[src/rtl/axi_master_wr_if.sv]
// AXI4 write-channel bundle (AW, W, B) between axi_master_wr and the interconnect.
interface axi_master_wr_if #(
  parameter int ADDR_W = 30,
  parameter int DATA_W = 64,
  parameter int ID_W   = 4
) ();

  logic [ID_W-1:0]     awid;
  logic [ADDR_W-1:0]   awaddr;
  logic [7:0]          awlen;
  logic [2:0]          awsize;
  logic [1:0]          awburst;
  logic                awlock;
  logic [3:0]          awcache;
  logic [2:0]          awprot;
  logic [3:0]          awqos;
  logic                awvalid;
  logic                awready;

  logic [DATA_W-1:0]   wdata;
  logic [DATA_W/8-1:0] wstrb;
  logic                wlast;
  logic                wvalid;
  logic                wready;

  logic [ID_W-1:0]     bid;
  logic [1:0]          bresp;
  logic                bvalid;
  logic                bready;

  modport master (
    output awid, awaddr, awlen, awsize, awburst, awlock, awcache, awprot, awqos, awvalid,
    input  awready,
    output wdata, wstrb, wlast, wvalid,
    input  wready,
    input  bid, bresp, bvalid,
    output bready
  );

  modport slave (
    input  awid, awaddr, awlen, awsize, awburst, awlock, awcache, awprot, awqos, awvalid,
    output awready,
    input  wdata, wstrb, wlast, wvalid,
    output wready,
    output bid, bresp, bvalid,
    input  bready
  );

endinterface

[src/rtl/axi_master_wr.sv]
// AXI4 write master: one INCR burst (AW, W beats streamed from a FWFT FIFO, B) per accepted wr_start.
// Optional: `define AXI_WR_RESP_CHK_EN adds wr_resp_err (sticky) and wr_err_cnt (saturating) outputs.
module axi_master_wr #(
  parameter int              ADDR_W = 30,
  parameter int              DATA_W = 64,
  parameter int              ID_W   = 4,
  parameter logic [ID_W-1:0] AXI_ID = '0
) (
  input  logic              clk,
  input  logic              rst_n,
  input  logic              wr_start,
  input  logic [ADDR_W-1:0] wr_addr,
  input  logic [7:0]        wr_len,
  input  logic [DATA_W-1:0] wr_data,
  output logic              wr_ready,
  output logic              wr_writing,
  output logic              wr_done,
`ifdef AXI_WR_RESP_CHK_EN
  output logic              wr_resp_err,
  output logic [7:0]        wr_err_cnt,
`endif
  axi_master_wr_if.master   m_axi
);

  typedef enum logic [2:0] {
    S_IDLE,
    S_LATCH,
    S_AW,
    S_W,
    S_B
  } state_e;

  state_e            state_q, state_d;
  logic [ADDR_W-1:0] addr_q, addr_d;
  logic [7:0]        len_q, len_d;
  logic [7:0]        beat_cnt_q, beat_cnt_d;
  logic              wr_ready_q, wr_ready_d;
  logic              awvalid_q, awvalid_d;
  logic              wvalid_q, wvalid_d;
  logic              bready_q, bready_d;
  logic              wr_done_q, wr_done_d;

  logic aw_hs;
  logic w_hs;
  logic wlast;

  assign aw_hs = awvalid_q & m_axi.awready;
  assign w_hs  = wvalid_q & m_axi.wready;
  assign wlast = wvalid_q & (beat_cnt_q == len_q);

  always_comb begin
    // NOTE: every signal gets its hold value first so no path through the case infers a latch.
    state_d    = state_q;
    addr_d     = addr_q;
    len_d      = len_q;
    beat_cnt_d = beat_cnt_q;
    wr_ready_d = wr_ready_q;
    awvalid_d  = awvalid_q;
    wvalid_d   = wvalid_q;
    bready_d   = bready_q;
    wr_done_d  = 1'b0;

    unique case (state_q)
      S_IDLE: begin
        if (wr_start) begin
          state_d    = S_LATCH;
          wr_ready_d = 1'b0;
        end
      end
      // Length arrives from axi_ctrl one cycle after start, so capture here rather than in IDLE.
      S_LATCH: begin
        addr_d  = wr_addr;
        len_d   = wr_len;
        state_d = S_AW;
      end
      // AWVALID rises one cycle into AW, so address and length are already stable on the bus.
      S_AW: begin
        awvalid_d = 1'b1;
        if (aw_hs) begin
          awvalid_d  = 1'b0;
          wvalid_d   = 1'b1;
          beat_cnt_d = '0;
          state_d    = S_W;
        end
      end
      S_W: begin
        if (w_hs) begin
          if (wlast) begin
            wvalid_d = 1'b0;
            bready_d = 1'b1;
            state_d  = S_B;
          end else begin
            beat_cnt_d = beat_cnt_q + 8'd1;
          end
        end
      end
      S_B: begin
        if (m_axi.bvalid) begin
          bready_d   = 1'b0;
          wr_done_d  = 1'b1;
          wr_ready_d = 1'b1;
          state_d    = S_IDLE;
        end
      end
      default: state_d = S_IDLE;
    endcase
  end

  always_ff @(posedge clk or negedge rst_n) begin
    if (!rst_n) begin
      state_q    <= S_IDLE;
      addr_q     <= '0;
      len_q      <= '0;
      beat_cnt_q <= '0;
      wr_ready_q <= 1'b1;
      awvalid_q  <= 1'b0;
      wvalid_q   <= 1'b0;
      bready_q   <= 1'b0;
      wr_done_q  <= 1'b0;
    end else begin
      // NOTE: non-blocking updates so every flop samples the pre-edge values of the others.
      state_q    <= state_d;
      addr_q     <= addr_d;
      len_q      <= len_d;
      beat_cnt_q <= beat_cnt_d;
      wr_ready_q <= wr_ready_d;
      awvalid_q  <= awvalid_d;
      wvalid_q   <= wvalid_d;
      bready_q   <= bready_d;
      wr_done_q  <= wr_done_d;
    end
  end

`ifdef AXI_WR_RESP_CHK_EN
  logic       resp_err_q, resp_err_d;
  logic [7:0] err_cnt_q, err_cnt_d;

  always_comb begin
    resp_err_d = resp_err_q;
    err_cnt_d  = err_cnt_q;
    if (state_q == S_B && m_axi.bvalid && m_axi.bresp != 2'b00) begin
      resp_err_d = 1'b1;
      if (err_cnt_q != 8'hFF) err_cnt_d = err_cnt_q + 8'd1;
    end
  end

  always_ff @(posedge clk or negedge rst_n) begin
    if (!rst_n) begin
      resp_err_q <= 1'b0;
      err_cnt_q  <= '0;
    end else begin
      resp_err_q <= resp_err_d;
      err_cnt_q  <= err_cnt_d;
    end
  end

  assign wr_resp_err = resp_err_q;
  assign wr_err_cnt  = err_cnt_q;
`endif

  // BID is never checked and BRESP only matters with the response checker built in.
  logic unused_b;
  assign unused_b = ^{m_axi.bid, m_axi.bresp};

  assign wr_ready   = wr_ready_q;
  assign wr_writing = w_hs;
  assign wr_done    = wr_done_q;

  assign m_axi.awid    = AXI_ID;
  assign m_axi.awaddr  = addr_q;
  assign m_axi.awlen   = len_q;
  assign m_axi.awsize  = 3'b011;
  assign m_axi.awburst = 2'b01;
  assign m_axi.awlock  = 1'b0;
  assign m_axi.awcache = 4'b0010;
  assign m_axi.awprot  = 3'b000;
  assign m_axi.awqos   = 4'b0000;
  assign m_axi.awvalid = awvalid_q;
  assign m_axi.wdata   = wr_data;
  assign m_axi.wstrb   = '1;
  assign m_axi.wlast   = wlast;
  assign m_axi.wvalid  = wvalid_q;
  assign m_axi.bready  = bready_q;

endmodule

[src/flat_wrapper.sv]
// flat-port wrapper written by rule: the top's interface ports become plain ports
module axi_master_wr_flat 
#(
  parameter int              ADDR_W = 30,
  parameter int              DATA_W = 64,
  parameter int              ID_W   = 4,
  parameter logic [ID_W-1:0] AXI_ID = '0
)
  (clk, rst_n, wr_start, wr_addr, wr_len, wr_data, wr_ready, wr_writing, wr_done, m_axi_awid, m_axi_awaddr, m_axi_awlen, m_axi_awsize, m_axi_awburst, m_axi_awlock, m_axi_awcache, m_axi_awprot, m_axi_awqos, m_axi_awvalid, m_axi_awready, m_axi_wdata, m_axi_wstrb, m_axi_wlast, m_axi_wvalid, m_axi_wready, m_axi_bid, m_axi_bresp, m_axi_bvalid, m_axi_bready);
  axi_master_wr_if #(.ADDR_W(ADDR_W), .DATA_W(DATA_W), .ID_W(ID_W)) m_axi_i ();
  input  logic clk;
  input  logic rst_n;
  input  logic wr_start;
  input  logic [ADDR_W-1:0] wr_addr;
  input  logic [7:0] wr_len;
  input  logic [DATA_W-1:0] wr_data;
  output logic wr_ready;
  output logic wr_writing;
  output logic wr_done;
  output wire logic [$bits(m_axi_i.awid)-1:0] m_axi_awid;
  output wire logic [$bits(m_axi_i.awaddr)-1:0] m_axi_awaddr;
  output wire logic [$bits(m_axi_i.awlen)-1:0] m_axi_awlen;
  output wire logic [$bits(m_axi_i.awsize)-1:0] m_axi_awsize;
  output wire logic [$bits(m_axi_i.awburst)-1:0] m_axi_awburst;
  output wire logic [$bits(m_axi_i.awlock)-1:0] m_axi_awlock;
  output wire logic [$bits(m_axi_i.awcache)-1:0] m_axi_awcache;
  output wire logic [$bits(m_axi_i.awprot)-1:0] m_axi_awprot;
  output wire logic [$bits(m_axi_i.awqos)-1:0] m_axi_awqos;
  output wire logic [$bits(m_axi_i.awvalid)-1:0] m_axi_awvalid;
  input wire logic [$bits(m_axi_i.awready)-1:0] m_axi_awready;
  output wire logic [$bits(m_axi_i.wdata)-1:0] m_axi_wdata;
  output wire logic [$bits(m_axi_i.wstrb)-1:0] m_axi_wstrb;
  output wire logic [$bits(m_axi_i.wlast)-1:0] m_axi_wlast;
  output wire logic [$bits(m_axi_i.wvalid)-1:0] m_axi_wvalid;
  input wire logic [$bits(m_axi_i.wready)-1:0] m_axi_wready;
  input wire logic [$bits(m_axi_i.bid)-1:0] m_axi_bid;
  input wire logic [$bits(m_axi_i.bresp)-1:0] m_axi_bresp;
  input wire logic [$bits(m_axi_i.bvalid)-1:0] m_axi_bvalid;
  output wire logic [$bits(m_axi_i.bready)-1:0] m_axi_bready;
  assign m_axi_awid = m_axi_i.awid;
  assign m_axi_awaddr = m_axi_i.awaddr;
  assign m_axi_awlen = m_axi_i.awlen;
  assign m_axi_awsize = m_axi_i.awsize;
  assign m_axi_awburst = m_axi_i.awburst;
  assign m_axi_awlock = m_axi_i.awlock;
  assign m_axi_awcache = m_axi_i.awcache;
  assign m_axi_awprot = m_axi_i.awprot;
  assign m_axi_awqos = m_axi_i.awqos;
  assign m_axi_awvalid = m_axi_i.awvalid;
  assign m_axi_i.awready = m_axi_awready;
  assign m_axi_wdata = m_axi_i.wdata;
  assign m_axi_wstrb = m_axi_i.wstrb;
  assign m_axi_wlast = m_axi_i.wlast;
  assign m_axi_wvalid = m_axi_i.wvalid;
  assign m_axi_i.wready = m_axi_wready;
  assign m_axi_i.bid = m_axi_bid;
  assign m_axi_i.bresp = m_axi_bresp;
  assign m_axi_i.bvalid = m_axi_bvalid;
  assign m_axi_bready = m_axi_i.bready;
  axi_master_wr #(.ADDR_W(ADDR_W), .DATA_W(DATA_W), .ID_W(ID_W), .AXI_ID(AXI_ID)) u_core (.clk(clk), .rst_n(rst_n), .wr_start(wr_start), .wr_addr(wr_addr), .wr_len(wr_len), .wr_data(wr_data), .wr_ready(wr_ready), .wr_writing(wr_writing), .wr_done(wr_done), .m_axi(m_axi_i));
endmodule
[config.mk]
export PLATFORM = sky130hd
export DESIGN_NAME = axi_master_wr_flat
export DESIGN_NICKNAME = d
export VERILOG_FILES = /design/src/rtl/axi_master_wr_if.sv /design/src/rtl/axi_master_wr.sv /design/src/flat_wrapper.sv
export SDC_FILE = /design/constraint.sdc
export NUM_CORES = 1
export LEC_CHECK = 0
export ABC_AREA = 1
export BUFFER_PORTS_ARGS = -buffer_cell sky130_fd_sc_hd__buf_2
export CAP_MARGIN = 20
export CORE_AREA = 2 2 98 100
export CTS_BUF_LIST = sky130_fd_sc_hd__clkbuf_16
export CTS_CLUSTER_SIZE = 8
export DETAILED_ROUTE_END_ITERATION = 16
export DIE_AREA = 0 0 100 102
export HOLD_SLACK_MARGIN = 0.12
export PLACE_DENSITY = 0.73
export SETUP_SLACK_MARGIN = 0.2
export SYNTH_ARGS = -nofsm -noshare
export SYNTH_HDL_FRONTEND = slang
export SYNTH_SLANG_ARGS = --single-unit
[constraint.sdc]
create_clock -name clk -period 4.02 [get_ports clk]
set_input_delay 0.201 -clock clk [delete_from_list [all_inputs] [get_ports clk]]
set_output_delay 0.201 -clock clk [all_outputs]
set_load 0.005 [all_outputs]
==> results of run 1 <==
## worst max-delay path: cells and delay by family, from the launching register on
| kind | cells | cell delay (ns) |
|---|---|---|
| compound gates | 1 | 0.06 |
| buf+inv | 1 | 0.10 |
| flops | 1 | 0.39 |
| simple gates | 7 | 1.33 |
## state kept, by name, indices dropped and copies added (netlist names)
signal	cells
u_core.wr_ready	1
u_core.beat_cnt_q	8
u_core.m_axi.wvalid	1
u_core.wr_done	1
u_core.m_axi.awaddr	30
u_core.state_q	3
u_core.m_axi.bready	1
u_core.m_axi.awvalid	1
u_core.m_axi.awlen	8
## logic make-up (layout without fill, tap and decap cells)
| group | Yosys count | in the layout | synth area share (%) |
|---|---|---|---|
| compound gates | 23 | 23 | 4.14 |
| xor+xnor | 2 | 2 | 0.546 |
| fa+ha+maj | 1 | 1 | 0.390 |
| buf+inv | 129 | 136 | 26.5 |
| flops | 54 | 54 | 42.2 |
| mux | 32 | 32 | 11.2 |
| other cells | 2 | 29 | 0.234 |
| simple gates | 113 | 113 | 14.8 |
## through the flow
step / total power [mW] / worst slack, ns / utilization, % / area (µm²) / hold slack [ns]
after CTS: 2.27 / 1.92 / 37.0 / 3370 / 0.122
after detailed placement: 1.84 / 1.94 / 34.7 / 3160 / 0.362
after global placement: 1.80 / 2.03 / 34.7 / 3160 / 0.359
after floorplan: 1.56 / 2.67 / - / 3310 / -0.0946
after global routing: 2.46 / 1.81 / 37.3 / 3400 / 0.121
final: 2.26 / 2.05 / 37.3 / 3400 / 0.125
## per-layer routing
metal	global-route usage, %	vias up
met1	14.1	1036
met3	3.90	20
li1	-	1070
met4	5.16	0
met5	0	-
met2	24.8	146
## placed cells by master (no fill, tap or decap)
| cell type | n |
|---|---|
| clkinv_2 | 1 |
| mux2_2 | 6 |
| xor2_1 | 2 |
| nand2_1 | 68 |
| conb_1 | 29 |
| clkinv_1 | 2 |
| o21ai_0 | 2 |
| or2_1 | 1 |
| clkbuf_16 | 5 |
| ha_1 | 1 |
| nor2_1 | 23 |
| dlygate4sd3_1 | 8 |
| buf_12 | 1 |
| nor3_1 | 4 |
| nand3_2 | 2 |
| nor2_2 | 2 |
| nand4_1 | 3 |
| a21o_1 | 1 |
| inv_1 | 23 |
| o21ai_1 | 7 |
| o211ai_2 | 1 |
| nand3_1 | 7 |
| nand2_4 | 1 |
| dfrtp_1 | 53 |
| a21oi_1 | 10 |
| nand3b_1 | 1 |
| inv_2 | 7 |
| mux2_1 | 26 |
| nor4_1 | 1 |
| buf_4 | 1 |
| o21ai_2 | 2 |
| dfstp_2 | 1 |
| buf_2 | 88 |
## cell type report
cell class                      instances  area share, %
Sequential cell                        54           39.8
Inverter                               30           3.31
Clock buffer                            5           3.68
Clock inverter                          3          0.368
Multi-Input combinational cell        200           32.7
Timing Repair Buffer                   98           16.1
Tap cell                              111           4.08
## worst min path at each step
stage | start | to | slack [ns] | depth (start not counted)
3_3_place_gp | rst_n | u_core.m_axi.awaddr[14] | 0.36 | 2
3_5_place_dp | rst_n | u_core.m_axi.awaddr[4] | 0.36 | 2
2_1_floorplan | rst_n | u_core.beat_cnt_q[0] | -0.09 | 0
4_1_cts | wr_addr[0] | u_core.m_axi.awaddr[0] | 0.12 | 2
5_1_grt | wr_addr[3] | u_core.m_axi.awaddr[3] | 0.12 | 2
6_report | wr_addr[22] | u_core.m_axi.awaddr[22] | 0.13 | 2
## power by group
group / switching, mW / internal, mW / total, mW
sequential: 0.148 / 0.773 / 0.921
combinational: 0.493 / 0.439 / 0.933
clock: 0.182 / 0.226 / 0.407
total: 0.824 / 1.44 / 2.26
## synthesized netlist by cell type (all sizes together)
| cell type | instances | share of area [%] |
|---|---|---|
| buf | 98 | 23 |
| nand2 | 69 | 8.3 |
| dfrtp | 53 | 41 |
| mux2 | 32 | 11 |
| inv | 29 | 3.4 |
| nor2 | 25 | 3.1 |
| o21ai | 11 | 2.0 |
| a21oi | 10 | 1.6 |
| nand3 | 9 | 1.6 |
| nor3 | 4 | 0.62 |
| nand4 | 3 | 0.59 |
| conb | 2 | 0.23 |
| xor2 | 2 | 0.55 |
| a21o | 1 | 0.23 |
| clkbuf | 1 | 0.12 |
| clkinv | 1 | 0.12 |
| dfstp | 1 | 0.82 |
| ha | 1 | 0.39 |
| nand3b | 1 | 0.23 |
| nor4 | 1 | 0.20 |
| o211ai | 1 | 0.39 |
| or2 | 1 | 0.20 |
==> impl_metrics.csv, run 1 <==
group,metric,value,unit
worst_setup_path,r2r_setup_slack,2.05,ns
run_status,outcome,"completed",
cts,postCtsResizedCells,0,
sta,maxSlewViolCount,0,
die,rows,35,
worst_setup_path,crit_path_end_kind,"flop",
worst_setup_path,cp.arrival,2.18,ns
synthesis,synth.avg_cell_area,9.01,µm²
pwr,powerDensity,665,nW/µm²
routing,wirelength,6810,µm
global_route,grt_max_degree,55,
place,port_buffers,88,
global_route,grt_pass1_wl,10800,µm
cts,htreeDepth,2,
routing,top_layer_used,"met4",
sta,relSlewSlack,46.1,%
routing,via_per_inst,4.53,
worst_setup_path,crit_slowest_cell,"nor2_1",
worst_setup_path,critPathCapture,"u_core.beat_cnt_q[5]",
sta,min_period,1.97,ns
worst_setup_path,worstSetupPathType,"reg2reg",
sta,hold_viol_final,0,
cells_and_area,multi_input_area,1110,µm²
cells_and_area,fin_cells,501,
worst_setup_path,cp_max_fo,15,
die,core_area,9110,µm²
worst_setup_path,reg2reg_from,"u_core.state_q[2]",
pwr,ir_drop,0.000429,V
worst_setup_path,critPathLaunchType,"flop",
die,initial_core_util,35.2,%
synthesis,yosys_warnings,0,
cts,clkSinkCount,54,
worst_setup_path,r2r_cells,9,
cts,clk_path_buf_depth,2,
worst_setup_path,required,4.23,ns
cts,cts_made_buffers,5,
sta,fin_setup_tns,0,ns
routing,wl_per_cell,13.6,µm
worst_hold_path,hold_path.class,"in2reg",
cts,clkSlewWorstSetupHoldPaths,0.06,ns
cells_and_area,drive_gt1_share,30.3,%
synthesis,syn_inst,356,
routing,drc,0,
die,die_area,10200,µm²
sta,clock_skew,0.00489,ns
place,place_congestion,0.853,
worst_setup_path,crit_chain,"inv_2, nand2_1, nor2_1, nand2_1, nand2_1, nor2_2, nand2_4, nand2_1, o21ai_2",
sta,rsz0062_at_grt,"false",
place,place_hpwl,5320,µm
place,place_inst,484,
cts,cts_tree,"built",
die,die_x,100,µm
synthesis,yosysSeqAreaShare,42.2,%
routing,drtAntennaViolNets,0,
global_route,first_global_vias,2222,
global_route,grt_usage,13.3,%
routing,drt-met1-wl,2390,µm
routing,first_pass_iters,4,
routing,drt_iter0_drc,44,
cts,clk_latency,0.29,ns
global_route,antenna_found_initial,0,
global_route,grt-ovfl-total,0,
cells_and_area,synthToLayoutAreaGrowth,6.05,%
die,ios,252,
die,die_h,102,µm
worst_setup_path,cpPeakStageDelay,0.62,ns
sta,timing.fmax,0.508,GHz
flow_run,drv_cap,0,
worst_setup_path,crit_start,"u_core.state_q[2]",
cts,cts_root_buf,"clkbuf_16",
worst_setup_path,crit_top_cell,"nand2_1",
cells_and_area,fin_nets,504,
pwr,leakage,1.76,nW
synthesis,ys_seq_elements,54,
routing,vias,2272,
worst_setup_path,r2r_end,"u_core.beat_cnt_q[5]",
sta,setup_violations,0,
synthesis,synth.distinct_cells,31,
routing,wl_met2,3540,µm
cts,hold_buffers,7,
cells_and_area,register_area,1350,µm²
synthesis,syn_area,3210,µm²
routing,wl_met3,722,µm
cts,post_cts_buffers,0,
sta,tightestPinTransition,0.806,ns
cells_and_area,num-fill-cells,890,
cells_and_area,diodes,0,
sta,finalCritPeriodShare,49.0,%
No activity file was read; power rests on OpenSTA's default activity.
==> run 2: changes to the inputs <==
- CORE_AREA: 2 2 98 100 -> unset
- CORE_MARGIN: unset -> 1.5
- CORE_UTILIZATION: unset -> 36
- DIE_AREA: 0 0 100 102 -> unset
- PLACE_DENSITY: 0.73 -> 0.77
- clock period: 4.02 -> 1.8 ns (I/O delays scaled with it)
==> impl_metrics.csv, run 2 (synthesized netlist as in run 1, its figures left out) <==
group,metric,value,unit
sta,fin_setup_tns,0,ns
routing,drc,0,
die,ios,252,
place,port_buffers,88,
flow_run,drv_cap,0,
worst_setup_path,crit_path_end_kind,"primary output",
cells_and_area,layout_commonest_cell,"buf_2",
routing,wl_per_cell,13.6,µm
cts,clk_path_buf_depth,2,
global_route,first_global_vias,2535,
die,die_area,9480,µm²
routing,vias,2432,
cells_and_area,fin_nets,542,
worst_setup_path,critPathLaunchType,"flop",
cts,htreeDepth,2,
worst_setup_path,reg2reg_from,"u_core.beat_cnt_q[5]",
cts,clkSlewWorstSetupHoldPaths,0.07,ns
sta,hold_viol_final,0,
cells_and_area,diodes,0,
place,place_hpwl,5060,µm
routing,via_per_inst,4.55,
worst_hold_path,worstHoldEndpoint,"m_axi_wdata[11]",
cells_and_area,largest_reg_flops,30,
worst_setup_path,r2r_cells,9,
global_route,grt_max_degree,41,
cells_and_area,final_cell_mix,"buf_2, nand2_1, dfrtp_1",
sta,setup_violations,0,
worst_hold_path,hold_path.class,"in2out",
place,place_congestion,0.887,
sta,finalCritPeriodShare,89.3,%
place,place_inst,484,
pwr,power_frac_clock,17.6,%
cells_and_area,multi_input_area,1160,µm²
worst_setup_path,crit_start,"u_core.beat_cnt_q[0]",
pwr,power_frac_comb,43.2,%
pwr,total_power,5.26,mW
sta,rsz0062_at_grt,"true",
cells_and_area,register_area,1360,µm²
pwr,p_int,3.31,mW
global_route,grt_pass1_wl,11600,µm
global_route,grt-ovfl-total,0,
cells_and_area,synthToLayoutAreaGrowth,18.9,%
cts,clkSinkCount,54,
sta,min_period,1.61,ns
die,die_x,97.4,µm
worst_setup_path,cp_max_fo,5,
run_status,outcome,"completed",
pwr,switching_share,37.1,%
pwr,ir_drop,0.000628,V
worst_hold_path,min_path_cells,0,
cts,cts_root_buf,"clkbuf_16",
global_route,antenna_found_initial,0,
worst_setup_path,crit_slowest_cell,"dfrtp_1",
cts,cts_made_buffers,5,
die,initial_core_util,37.0,%
routing,drtAntennaViolNets,0,
cts,clk_latency,0.29,ns
die,die_h,97.4,µm
pwr,seqPwrFrac,39.2,%
routing,drt_iter0_drc,93,
sta,maxSlewViolCount,0,
routing,first_pass_iters,4,
die,core_area,8680,µm²
pwr,p_sw,1.95,mW
pwr,powerDensity,1380,nW/µm²
worst_setup_path,cpPeakStageDelay,0.42,ns
global_route,grt_usage,14.8,%
worst_setup_path,required,1.71,ns
worst_setup_path,worstSetupPathType,"reg2out",
die,rows,34,
routing,wirelength,7250,µm
sta,clock_skew,0.00727,ns
worst_setup_path,cp.arrival,1.52,ns
worst_hold_path,hp-start,"wr_data[11]",
cells_and_area,drive_gt1_share,30.9,%
pwr,leakage,1.92,nW
cells_and_area,num-fill-cells,804,
worst_setup_path,crit_chain,"inv_1, nand2_1, nand4_1, nor4_2, buf_2",
worst_setup_path,r2r_end,"u_core.beat_cnt_q[0]",
sta,timing.fmax,0.622,GHz
worst_setup_path,r2r_setup_slack,0.33,ns
cells_and_area,fin_cells,535,
cts,cts_tree,"built",
-- run 2: cell count changes in the layout (fill, tap and decap cells not counted), sizes merged --
cell,change
buf,+4
clkinv,-1
nand2,+1
dlygate4sd3,+33
-- run 2: critical path: cells and delay by family, from the launching register on --
kind	cells	cell delay, ns
buf+inv	2	0.26
flops	1	0.42
simple gates	3	0.55
-- run 2: layout make-up --
type                            count  share of cell area [%]
Clock buffer                        5                    3.28
Clock inverter                      2                   0.361
Inverter                           30                    2.95
Multi-Input combinational cell    201                    30.5
Sequential cell                    54                    35.6
Tap cell                          108                    3.54
Timing Repair Buffer              135                    23.8
-- run 2: repair_timing --
action | in CTS | in global routing
buffers inserted | 0 | 2
endpoints found under the setup margin | 1 | 6
resized for setup | 2 | 9
gates cloned | 0 | 1
hold buffers | 41 | 0
endpoints found under the hold margin | 58 | 0
pin swaps | 0 | 2
-- run 2: routing by layer --
layer	wire, µm	vias to the layer above	track usage, %	share of wire (%)
met1	2680	1134	15.2	37
li1	-	1144	-	-
met2	3850	123	28.0	53
met5	0	-	0	0
met4	236	0	5.82	3.3
met3	492	31	3.96	6.8
-- run 2: worst max path at each step --
stage,to
6_report,m_axi_wlast
2_1_floorplan,u_core.m_axi.awlen[2]
3_3_place_gp,u_core.state_q[1]
5_1_grt,m_axi_wlast
4_1_cts,m_axi_wlast
3_5_place_dp,u_core.beat_cnt_q[6]
-- run 2: power by group through the flow --
| stage | Combinational [mW] | Clock (mW) | Sequential (mW) |
|---|---|---|---|
| 2_1_floorplan | 1.42 | 0 | 2.06 |
| 3_5_place_dp | 2.11 | 0 | 2.07 |
| 4_1_cts | 2.19 | 0.962 | 2.06 |
| 3_3_place_gp | 2.04 | 0 | 2.04 |
| 5_1_grt | 2.50 | 0.996 | 2.13 |
| 6_report | 2.27 | 0.926 | 2.06 |
-- run 2: through the flow --
| step | instance area (µm²) | hold slack [ns] | util, % | worst slack, ns |
|---|---|---|---|---|
| 2_1_floorplan | 3310 | -0.206 | - | 0.446 |
| 3_3_place_gp | 3190 | 0.0463 | 36.8 | 0.394 |
| 3_5_place_dp | 3190 | 0.0550 | 36.8 | 0.326 |
| 4_1_cts | 3750 | 0.177 | 43.2 | 0.204 |
| 5_1_grt | 3810 | 0.180 | 43.9 | 0.118 |
| 6_report | 3810 | 0.180 | 43.9 | 0.192 |
==> run 3: changes to the inputs <==
- BUFFER_PORTS_ARGS: -buffer_cell sky130_fd_sc_hd__buf_2 -> -buffer_cell sky130_fd_sc_hd__buf_4
- TNS_END_PERCENT: unset -> 1
==> impl_metrics.csv, run 3 (synthesized netlist as in run 1, its figures left out) <==
group,metric,value,unit
routing,via_per_inst,4.53,
cts,clkSlewWorstSetupHoldPaths,0.07,ns
worst_setup_path,worstSetupPathType,"reg2out",
die,initial_core_util,37.0,%
cells_and_area,layout_commonest_cell,"buf_4",
cells_and_area,fin_area,4000,µm²
cts,cts_tree,"built",
worst_setup_path,cp.arrival,1.47,ns
sta,rsz0062_at_grt,"true",
routing,drtAntennaViolNets,0,
worst_setup_path,required,1.71,ns
die,rows,34,
cells_and_area,diodes,0,
die,die_x,97.4,µm
pwr,p_sw,1.95,mW
routing,first_pass_iters,4,
die,die_area,9480,µm²
global_route,grt_max_degree,55,
worst_hold_path,hold_path.class,"in2out",
pwr,power_frac_clock,19.4,%
sta,maxSlewViolCount,0,
cts,htreeDepth,2,
pwr,p_int,3.70,mW
global_route,grt_usage,15.1,%
sta,fin_setup_tns,0,ns
die,die_h,97.4,µm
cts,clkSinkCount,54,
routing,vias,2409,
pwr,switching_share,34.6,%
place,place_hpwl,4870,µm
pwr,seqPwrFrac,36.7,%
pwr,ir_drop,0.000696,V
run_status,outcome,"completed",
die,core_area,8680,µm²
routing,drc,0,
cts,clk_latency,0.29,ns
die,ios,252,
global_route,first_global_vias,2552,
cells_and_area,fin_nets,538,
worst_setup_path,critPathLaunchType,"flop",
routing,wl_per_cell,13.6,µm
sta,timing.fmax,0.643,GHz
cells_and_area,final_cell_mix,"buf_4, nand2_1, dfrtp_1",
global_route,grt_pass1_wl,11800,µm
sta,min_period,1.56,ns
cells_and_area,drive_gt1_share,29.5,%
flow_run,drv_cap,0,
sta,clock_skew,0.00536,ns
sta,hold_viol_final,0,
pwr,powerDensity,1410,nW/µm²
cts,cts_made_buffers,5,
place,placed_cell_area,3400,µm²
worst_setup_path,crit_path_end_kind,"primary output",
sta,tightestPinTransition,0.680,ns
place,port_buffers,88,
pwr,power_frac_comb,43.9,%
cells_and_area,largest_reg_flops,30,
pwr,leakage,1.99,nW
sta,hold_slack,0.180,ns
global_route,antenna_found_initial,0,
global_route,grt-ovfl-total,0,
sta,relSlewSlack,54.7,%
cts,cts_root_buf,"clkbuf_16",
cells_and_area,synthToLayoutAreaGrowth,24.7,%
cts,clk_path_buf_depth,2,
routing,drt_iter0_drc,109,
routing,wirelength,7240,µm
sta,finalCritPeriodShare,86.4,%
place,place_congestion,0.884,
sta,setup_violations,0,
worst_setup_path,cp_max_fo,5,
## run 3: per-stage QoR
stage | instances | util, % | setup WS (ns) | power, mW
after detailed placement | 482 | 39.2 | 0.342 | 4.47
final | 532 | 46.1 | 0.244 | 5.65
after global placement | 482 | 39.2 | 0.391 | 4.37
after floorplan | 383 | - | 0.446 | 3.49
after global routing | 532 | 46.1 | 0.126 | 6.06
after CTS | 531 | 45.9 | 0.232 | 5.66
## run 3: routing by layer
metal | share of wire (%) | wire length, µm | track usage, %
met3 | 8.1 | 583 | 4.60
met5 | 0 | 0 | 0
met1 | 35 | 2560 | 16.0
met4 | 3.3 | 237 | 6.70
met2 | 53 | 3850 | 27.5
## run 3: worst max-delay path, stage by stage (launching register included)
cell and delay, ns:
dfrtp_1 0.42, inv_1 0.08, nand2_1 0.09, nand4_1 0.14, nor4_2 0.28, buf_4 0.17
## run 3: worst paths after layout
kind,from,end,slack (ns),cells after the start
setup / recovery,u_core.beat_cnt_q[0],m_axi_wlast,0.24,5
hold / removal,wr_data[19],m_axi_wdata[19],0.18,0
setup reg to reg,u_core.beat_cnt_q[1],u_core.beat_cnt_q[6],0.34,9
hold reg to reg,u_core.m_axi.awaddr[24],u_core.m_axi.awaddr[24],0.49,1
max in group asynchronous,rst_n,u_core.beat_cnt_q[3],0.92,2
min in group asynchronous,rst_n,u_core.m_axi.awaddr[20],0.39,2
## run 3: cell type report
class                      instances  area (µm²)
inverter                          30         113
clock buffer                       5         125
clock inverter                     3        43.8
tap                              108         135
fill                             796        4680
multi-input combinational        200        1120
sequential                        54        1360
timing repair buffer             132        1110
## run 3: power groups by stage
| stage | logic [mW] | registers [mW] | clock network (mW) |
|---|---|---|---|
| 2_1_floorplan | 1.42 | 2.06 | 0 |
| 3_3_place_gp | 2.30 | 2.06 | 0 |
| 6_report | 2.48 | 2.07 | 1.10 |
| 3_5_place_dp | 2.38 | 2.09 | 0 |
| 5_1_grt | 2.74 | 2.15 | 1.17 |
| 4_1_cts | 2.47 | 2.07 | 1.12 |
## run 3: timing repair
item                       CTS  global route
resized for setup            3             1
setup endpoints to repair    1             9
pin swaps                    0             0
buffers inserted             0             1
hold endpoints to repair    93             0
hold buffers                41             0
